`src/rtl/hazard_ctrl_pkg.sv`:
```
// Shared definitions for the pipeline sequencing controller:
// FSM encoding, register-index width and the all-zero bubble control word.
package hazard_ctrl_pkg;

   typedef enum logic {
      RUN      = 1'b0,
      MEM_WAIT = 1'b1
   } state_e;

   localparam int REG_IDX_W = 5;
   localparam logic [REG_IDX_W-1:0] REG_ZERO = 5'd0;

   typedef struct packed {
      logic dmem_req;
      logic pc_hold;
      logic ifid_hold;
      logic idex_hold;
      logic exmem_hold;
      logic ifid_flush;
      logic idex_flush;
      logic memwb_bubble;
   } ctrl_t;

   localparam ctrl_t CTRL_BUBBLE = 8'b0000_0000;

   function automatic logic reg_match(input logic used,
                                      input logic [REG_IDX_W-1:0] rs,
                                      input logic [REG_IDX_W-1:0] rd);
      return used & (rs == rd);
   endfunction

endpackage

```
`src/rtl/hazard_ctrl_load_use_detect.sv`:
```
// Combinational load-use detector: a load in EX writes a register that the
// instruction in ID actually reads (x0 never creates a dependency).
module load_use_detect
   import hazard_ctrl_pkg::*;
(
   input  logic [REG_IDX_W-1:0] id_rs1,
   input  logic [REG_IDX_W-1:0] id_rs2,
   input  logic                 id_use_rs1,
   input  logic                 id_use_rs2,
   input  logic                 ex_MemRead,
   input  logic [REG_IDX_W-1:0] ex_rd,
   output logic                 load_use
);

   // dependency check against the EX destination
   always_comb begin
      load_use = 1'b0;
      if (ex_MemRead && (ex_rd != REG_ZERO)) begin
         load_use = reg_match(id_use_rs1, id_rs1, ex_rd) |
                    reg_match(id_use_rs2, id_rs2, ex_rd);
      end else begin
         load_use = 1'b0;
      end
   end

endmodule

```
`src/rtl/hazard_ctrl.sv`:
```
// Pipeline sequencing controller: memory-wait FSM, hold/flush/bubble decode,
// saturating stall/flush counters and a sticky memory-timeout flag.
module hazard_ctrl
   import hazard_ctrl_pkg::*;
#(
   parameter int MEM_TIMEOUT = 16,
   parameter int CNT_W       = 16
) (
   input  logic                 clk,
   input  logic                 rst,
   input  logic [REG_IDX_W-1:0] id_rs1,
   input  logic [REG_IDX_W-1:0] id_rs2,
   input  logic                 id_use_rs1,
   input  logic                 id_use_rs2,
   input  logic                 ex_MemRead,
   input  logic [REG_IDX_W-1:0] ex_rd,
   input  logic                 ex_branch_taken,
   input  logic                 mem_MemRead,
   input  logic                 mem_MemWrite,
   input  logic                 dmem_ack,
   output logic                 dmem_req,
   output logic                 pc_hold,
   output logic                 ifid_hold,
   output logic                 idex_hold,
   output logic                 exmem_hold,
   output logic                 ifid_flush,
   output logic                 idex_flush,
   output logic                 memwb_bubble,
   output logic [CNT_W-1:0]     stall_cnt,
   output logic [CNT_W-1:0]     flush_cnt,
   output logic                 mem_err
);

   localparam int WAIT_W = $clog2(MEM_TIMEOUT + 1);
   localparam logic [WAIT_W-1:0] WAIT_MAX  = WAIT_W'(MEM_TIMEOUT);
   localparam logic [WAIT_W-1:0] WAIT_ONE  = WAIT_W'(1);
   localparam logic [WAIT_W-1:0] WAIT_ZERO = {WAIT_W{1'b0}};
   localparam logic [CNT_W-1:0]  CNT_ZERO  = {CNT_W{1'b0}};
   localparam logic [CNT_W-1:0]  CNT_ONES  = {CNT_W{1'b1}};
   localparam logic [CNT_W-1:0]  CNT_ONE   = {{(CNT_W-1){1'b0}}, 1'b1};

   state_e            state_r, state_nxt_s;
   logic [WAIT_W-1:0] wait_cnt_r, wait_nxt_s;
   logic [CNT_W-1:0]  stall_cnt_r, flush_cnt_r;
   logic              mem_err_r;
   logic              mem_acc_s, load_use_s;
   logic              stall_inc_s, flush_inc_s, timeout_s, eval_pipe_s;
   ctrl_t             ctrl_s, out_s;

   function automatic logic [CNT_W-1:0] sat_inc(input logic [CNT_W-1:0] v);
      return (v == CNT_ONES) ? v : v + CNT_ONE;
   endfunction

   assign mem_acc_s = mem_MemRead | mem_MemWrite;

   load_use_detect u_lud (
      .id_rs1     (id_rs1),
      .id_rs2     (id_rs2),
      .id_use_rs1 (id_use_rs1),
      .id_use_rs2 (id_use_rs2),
      .ex_MemRead (ex_MemRead),
      .ex_rd      (ex_rd),
      .load_use   (load_use_s)
   );

   // next-state and control decode; memory stall outranks branch outranks load-use
   always_comb begin
      ctrl_s      = CTRL_BUBBLE;
      state_nxt_s = state_r;
      wait_nxt_s  = wait_cnt_r;
      stall_inc_s = 1'b0;
      flush_inc_s = 1'b0;
      timeout_s   = 1'b0;
      eval_pipe_s = 1'b0;
      case (state_r)
         RUN: begin
            ctrl_s.dmem_req = mem_acc_s;
            if (mem_acc_s && !dmem_ack) begin
               ctrl_s.pc_hold      = 1'b1;
               ctrl_s.ifid_hold    = 1'b1;
               ctrl_s.idex_hold    = 1'b1;
               ctrl_s.exmem_hold   = 1'b1;
               ctrl_s.memwb_bubble = 1'b1;
               stall_inc_s         = 1'b1;
               state_nxt_s         = MEM_WAIT;
               wait_nxt_s          = WAIT_ONE;
            end else begin
               eval_pipe_s = 1'b1;
            end
         end
         MEM_WAIT: begin
            ctrl_s.dmem_req = 1'b1;
            if (dmem_ack) begin
               eval_pipe_s = 1'b1;
               state_nxt_s = RUN;
               wait_nxt_s  = WAIT_ZERO;
            end else if (wait_cnt_r == WAIT_MAX) begin
               // abandon the access: MEM/WB gets a bubble, the rest may move
               ctrl_s.dmem_req     = 1'b0;
               ctrl_s.memwb_bubble = 1'b1;
               timeout_s           = 1'b1;
               eval_pipe_s         = 1'b1;
               state_nxt_s         = RUN;
               wait_nxt_s          = WAIT_ZERO;
            end else begin
               ctrl_s.pc_hold      = 1'b1;
               ctrl_s.ifid_hold    = 1'b1;
               ctrl_s.idex_hold    = 1'b1;
               ctrl_s.exmem_hold   = 1'b1;
               ctrl_s.memwb_bubble = 1'b1;
               stall_inc_s         = 1'b1;
               wait_nxt_s          = wait_cnt_r + WAIT_ONE;
            end
         end
         default: begin
            state_nxt_s = RUN;
            wait_nxt_s  = WAIT_ZERO;
         end
      endcase
      if (eval_pipe_s && ex_branch_taken) begin
         ctrl_s.ifid_flush = 1'b1;
         ctrl_s.idex_flush = 1'b1;
         flush_inc_s       = 1'b1;
      end else if (eval_pipe_s && load_use_s) begin
         ctrl_s.pc_hold    = 1'b1;
         ctrl_s.ifid_hold  = 1'b1;
         ctrl_s.idex_flush = 1'b1;
         stall_inc_s       = 1'b1;
      end else begin
         flush_inc_s = 1'b0;
      end
   end

   // outputs are forced quiet while reset is held
   always_comb begin
      out_s = CTRL_BUBBLE;
      if (rst) begin
         out_s = ctrl_s;
      end else begin
         out_s = CTRL_BUBBLE;
      end
   end

   // FSM state, wait counter, performance counters and sticky error
   always_ff @(posedge clk or negedge rst) begin
      if (!rst) begin
         state_r     <= RUN;
         wait_cnt_r  <= WAIT_ZERO;
         stall_cnt_r <= CNT_ZERO;
         flush_cnt_r <= CNT_ZERO;
         mem_err_r   <= 1'b0;
      end else begin
         state_r    <= state_nxt_s;
         wait_cnt_r <= wait_nxt_s;
         if (stall_inc_s) begin
            stall_cnt_r <= sat_inc(stall_cnt_r);
         end
         if (flush_inc_s) begin
            flush_cnt_r <= sat_inc(flush_cnt_r);
         end
         if (timeout_s) begin
            mem_err_r <= 1'b1;
         end
      end
   end

   assign dmem_req     = out_s.dmem_req;
   assign pc_hold      = out_s.pc_hold;
   assign ifid_hold    = out_s.ifid_hold;
   assign idex_hold    = out_s.idex_hold;
   assign exmem_hold   = out_s.exmem_hold;
   assign ifid_flush   = out_s.ifid_flush;
   assign idex_flush   = out_s.idex_flush;
   assign memwb_bubble = out_s.memwb_bubble;
   assign stall_cnt    = stall_cnt_r;
   assign flush_cnt    = flush_cnt_r;
   assign mem_err      = mem_err_r;

endmodule

```
`config.mk`:
```
export PLATFORM = sky130hd
export DESIGN_NAME = hazard_ctrl
export DESIGN_NICKNAME = d
export VERILOG_FILES = /design/src/rtl/hazard_ctrl_pkg.sv /design/src/rtl/hazard_ctrl_load_use_detect.sv /design/src/rtl/hazard_ctrl.sv
export SDC_FILE = /design/constraint.sdc
export NUM_CORES = 1
export LEC_CHECK = 0
export CORE_MARGIN = 8
export CORE_UTILIZATION = 45
export DETAILED_ROUTE_END_ITERATION = 10
export DONT_BUFFER_PORTS = 1
export GPL_ROUTABILITY_DRIVEN = 0
export SKIP_CTS_REPAIR_TIMING = 1
export SYNTH_ARGS = -nofsm -noshare
export SYNTH_HDL_FRONTEND = slang
export SYNTH_HIERARCHICAL = 1
export SYNTH_SLANG_ARGS = --single-unit
```
`constraint.sdc`:
```
create_clock -name clk -period 2.4 [get_ports clk]
set_clock_uncertainty 0.2 [all_clocks]
set_input_delay 0.48 -clock clk [delete_from_list [all_inputs] [get_ports clk]]
set_output_delay 0.48 -clock clk [all_outputs]
set_load 0.03 [all_outputs]
```
==> qor.yml <==
sta:
  period_needed_ns: 2.43
  hold_slack_ns: -0.324
  hold_viol: 39
  setup_violations: 6
  slew_headroom_pct: 62.0
  rsz0062_at_grt: "yes"
  maxSlewViolCount: 0
  setup_ws_ns: -0.0331
  timing.fmax_ghz: 0.411
  tightestPinTransition_ns: 0.568
  fin_crit_sh_pct: 101
setup_path:
  crit_path_start_kind: "flip-flop"
  crit_type: "reg2out"
  crit_path_end_kind: "output pin"
  worstReg2RegStart: "wait_cnt_r[0]$_DFFE_PN0P_"
  required_ns: 1.72
  r2r_slack_ns: 0.14
  r2r-end: "stall_cnt[11]$_DFFE_PN0P_"
  ff2ff_path_depth: 10
  crit_arrival_ns: 1.75
  crit_fanout: 4
global_route:
  use_met2_pct: 24.6
  antenna_found_initial: 0
  grt_use_met1_pct: 14.9
  grt_pass1_wl_mm: 8.21
  grt.overflow.total: 0
  grt_max_degree: 45
  first_global_vias: 1684
  top_usage_layer: "met2"
  grt_use_total_pct: 14.2
  met3_usage_pct: 6.44
min_path:
  hold_path_class: "in2async"
drt:
  drt_wl_total_mm: 5.02
  avgViaCountPerCell: 5.71
  drc_errors: 0
  drtIter0Drc: 86
  vias: 1662
  firstDrtPassIters: 4
  wl_per_cell_um: 17.2
  postRouteAntennaNets: 0
cells_and_area:
  drive_gt1_share_pct: 28.7
  final_cell_mix: "dfrtp_1, buf_4, xnor2_1"
  layout.nets: 264
  finalNonFillerCells: 291
  area_growth_pct: 21.7
  final_common_cell: "dfrtp_1"
  antenna_cells: 0
  final_util_pct: 55.5
status:
  run_status: "finished with violations"
  violations: "hold timing, setup timing"
synthesis:
  netlist_area_mm2: 0.00211
  netlist_instances: 195
  yosysTopAreaCellShare_pct: 46.2
  synth.distinct_cells: 42
  ys_top_cells_by_area: "dfrtp_1, xnor2_1, xor2_1"
  seq_area_frac_synth_pct: 46.2
  synth_top_area_cell: "dfrtp_1"
  yosysWarnings: 6
  syn_avg_cell_area_um2: 10.8
  ys_ff_latch: 39
  synth_nets: 223
cts:
  clk_transition_reported_paths_ns: 0.08
  cts.sinks: 39
  cts_root_buf: "clkbuf_8"
  cts_buffers: 5
  htree_num_levels: 2
  clockBufferDepth: 2
  cts_tree: "yes"
  insertion_delay_ns: 0.29
die:
  pin_count: 65
  die_area_mm2: 0.00714
  die_x_um: 84.5
  initial_core_util_pct: 45.6
  core_area_mm2: 0.00463
  row_count: 25
  die_h_um: 84.5
pwr:
  p_per_area_mw_per_mm2: 792
  power_mw: 2.03
  ir_worst_vdd_uv: 546
  p_leak_nw: 1.17
flow_run:
  cap_violations: 0
placed_design:
  dp_cells: 275
  io_buffers: 0
  hpwlAfterDp_mm: 3.80
[synth_stat cells (all sizes together)]
| master | instances |
|---|---|
| a21o | 1 |
| a21oi | 2 |
| a22o | 1 |
| a41o | 1 |
| a41oi | 1 |
| and2 | 2 |
| and2b | 1 |
| and3 | 7 |
| and4 | 5 |
| and4bb | 1 |
| buf | 3 |
| dfrtp | 39 |
| ha | 4 |
| inv | 4 |
| mux2 | 2 |
| nand2 | 17 |
| nand2b | 3 |
| nand3 | 14 |
| nand4 | 9 |
| nor2 | 9 |
| nor2b | 1 |
| nor3 | 4 |
| nor4 | 6 |
| nor4b | 1 |
| o211a | 1 |
| o21a | 2 |
| o21ai | 6 |
| o21bai | 1 |
| o221ai | 1 |
| o22a | 1 |
| o22ai | 2 |
| o31ai | 1 |
| or4 | 1 |
| xnor2 | 21 |
| xor2 | 20 |
[per-stage QoR]
step / setup WS, ns / instance area, µm² / setup TNS [ns] / hold WS (ns)
2_1_floorplan: 0.00811 / 2130 / 0 / -0.0156
3_3_place_gp: 0.0329 / 2400 / 0 / -0.0139
3_5_place_dp: 0.000927 / 2400 / 0 / -0.0139
4_1_cts: -0.224 / 2490 / -1.12 / -0.337
5_1_grt: -0.0961 / 2570 / -0.518 / -0.346
6_report: -0.0331 / 2570 / -0.135 / -0.324
[where the power goes]
part	total, mW	switching (mW)	leakage (nW)	internal, mW
logic	0.746	0.452	0.617	0.293
registers	0.850	0.0870	0.513	0.763
clock network	0.438	0.235	0.0412	0.203
total	2.03	0.774	1.17	1.26
[area by class of cell]
class,instances,area (µm²)
tap,54,67.6
timing repair buffer,37,290
sequential,39,977
inverter,4,20.0
fill,418,2060
multi-input combinational,149,1130
clock buffer,6,72.6
clock inverter,2,12.5
[metal layers]
layer | vias up | wire length [µm]
li1 | 778 | -
met1 | 832 | 1880
met2 | 41 | 2630
met3 | 11 | 411
met4 | 0 | 96
met5 | - | 0
[worst max-delay path by stage]
stage	startpoint	to	cells past startpoint
after floorplan	wait_cnt_r[0]$_DFFE_PN0P_	idex_hold	8
after global placement	ex_rd[0]	ifid_hold	6
after detailed placement	ex_rd[0]	ifid_hold	6
after CTS	wait_cnt_r[0]$_DFFE_PN0P_	exmem_hold	8
after global routing	wait_cnt_r[1]$_DFFE_PN0P_	idex_hold	8
final	wait_cnt_r[0]$_DFFE_PN0P_	exmem_hold	8
[cell families after synthesis]
family                   count (synthesis)  synth area share (%)
buffers and inverters                    7                  1.78
multiplexers                             2                  1.07
XOR/XNOR                                41                  17.0
AND/OR/NAND/NOR                         81                  23.4
adder cells (fa/ha/maj)                  4                  2.37
AO/OA/AOI/OAI                           21                  8.18
flip-flops                              39                  46.2
[critical path, stage by stage, from the launching register on]
cell	delay, ns
dfrtp_2	0.43
inv_2	0.07
ha_4	0.11
and4bb_4	0.24
nand2b_4	0.14
o21a_4	0.15
inv_6	0.04
and2_4	0.13
buf_12	0.14
[state kept, by name, indices dropped and copies added, names as in the netlist]
register	count
stall_cnt	16
wait_cnt_r	5
flush_cnt	16
state_r	1
mem_err	1
Note: power is estimated with default switching activity, not from simulation.
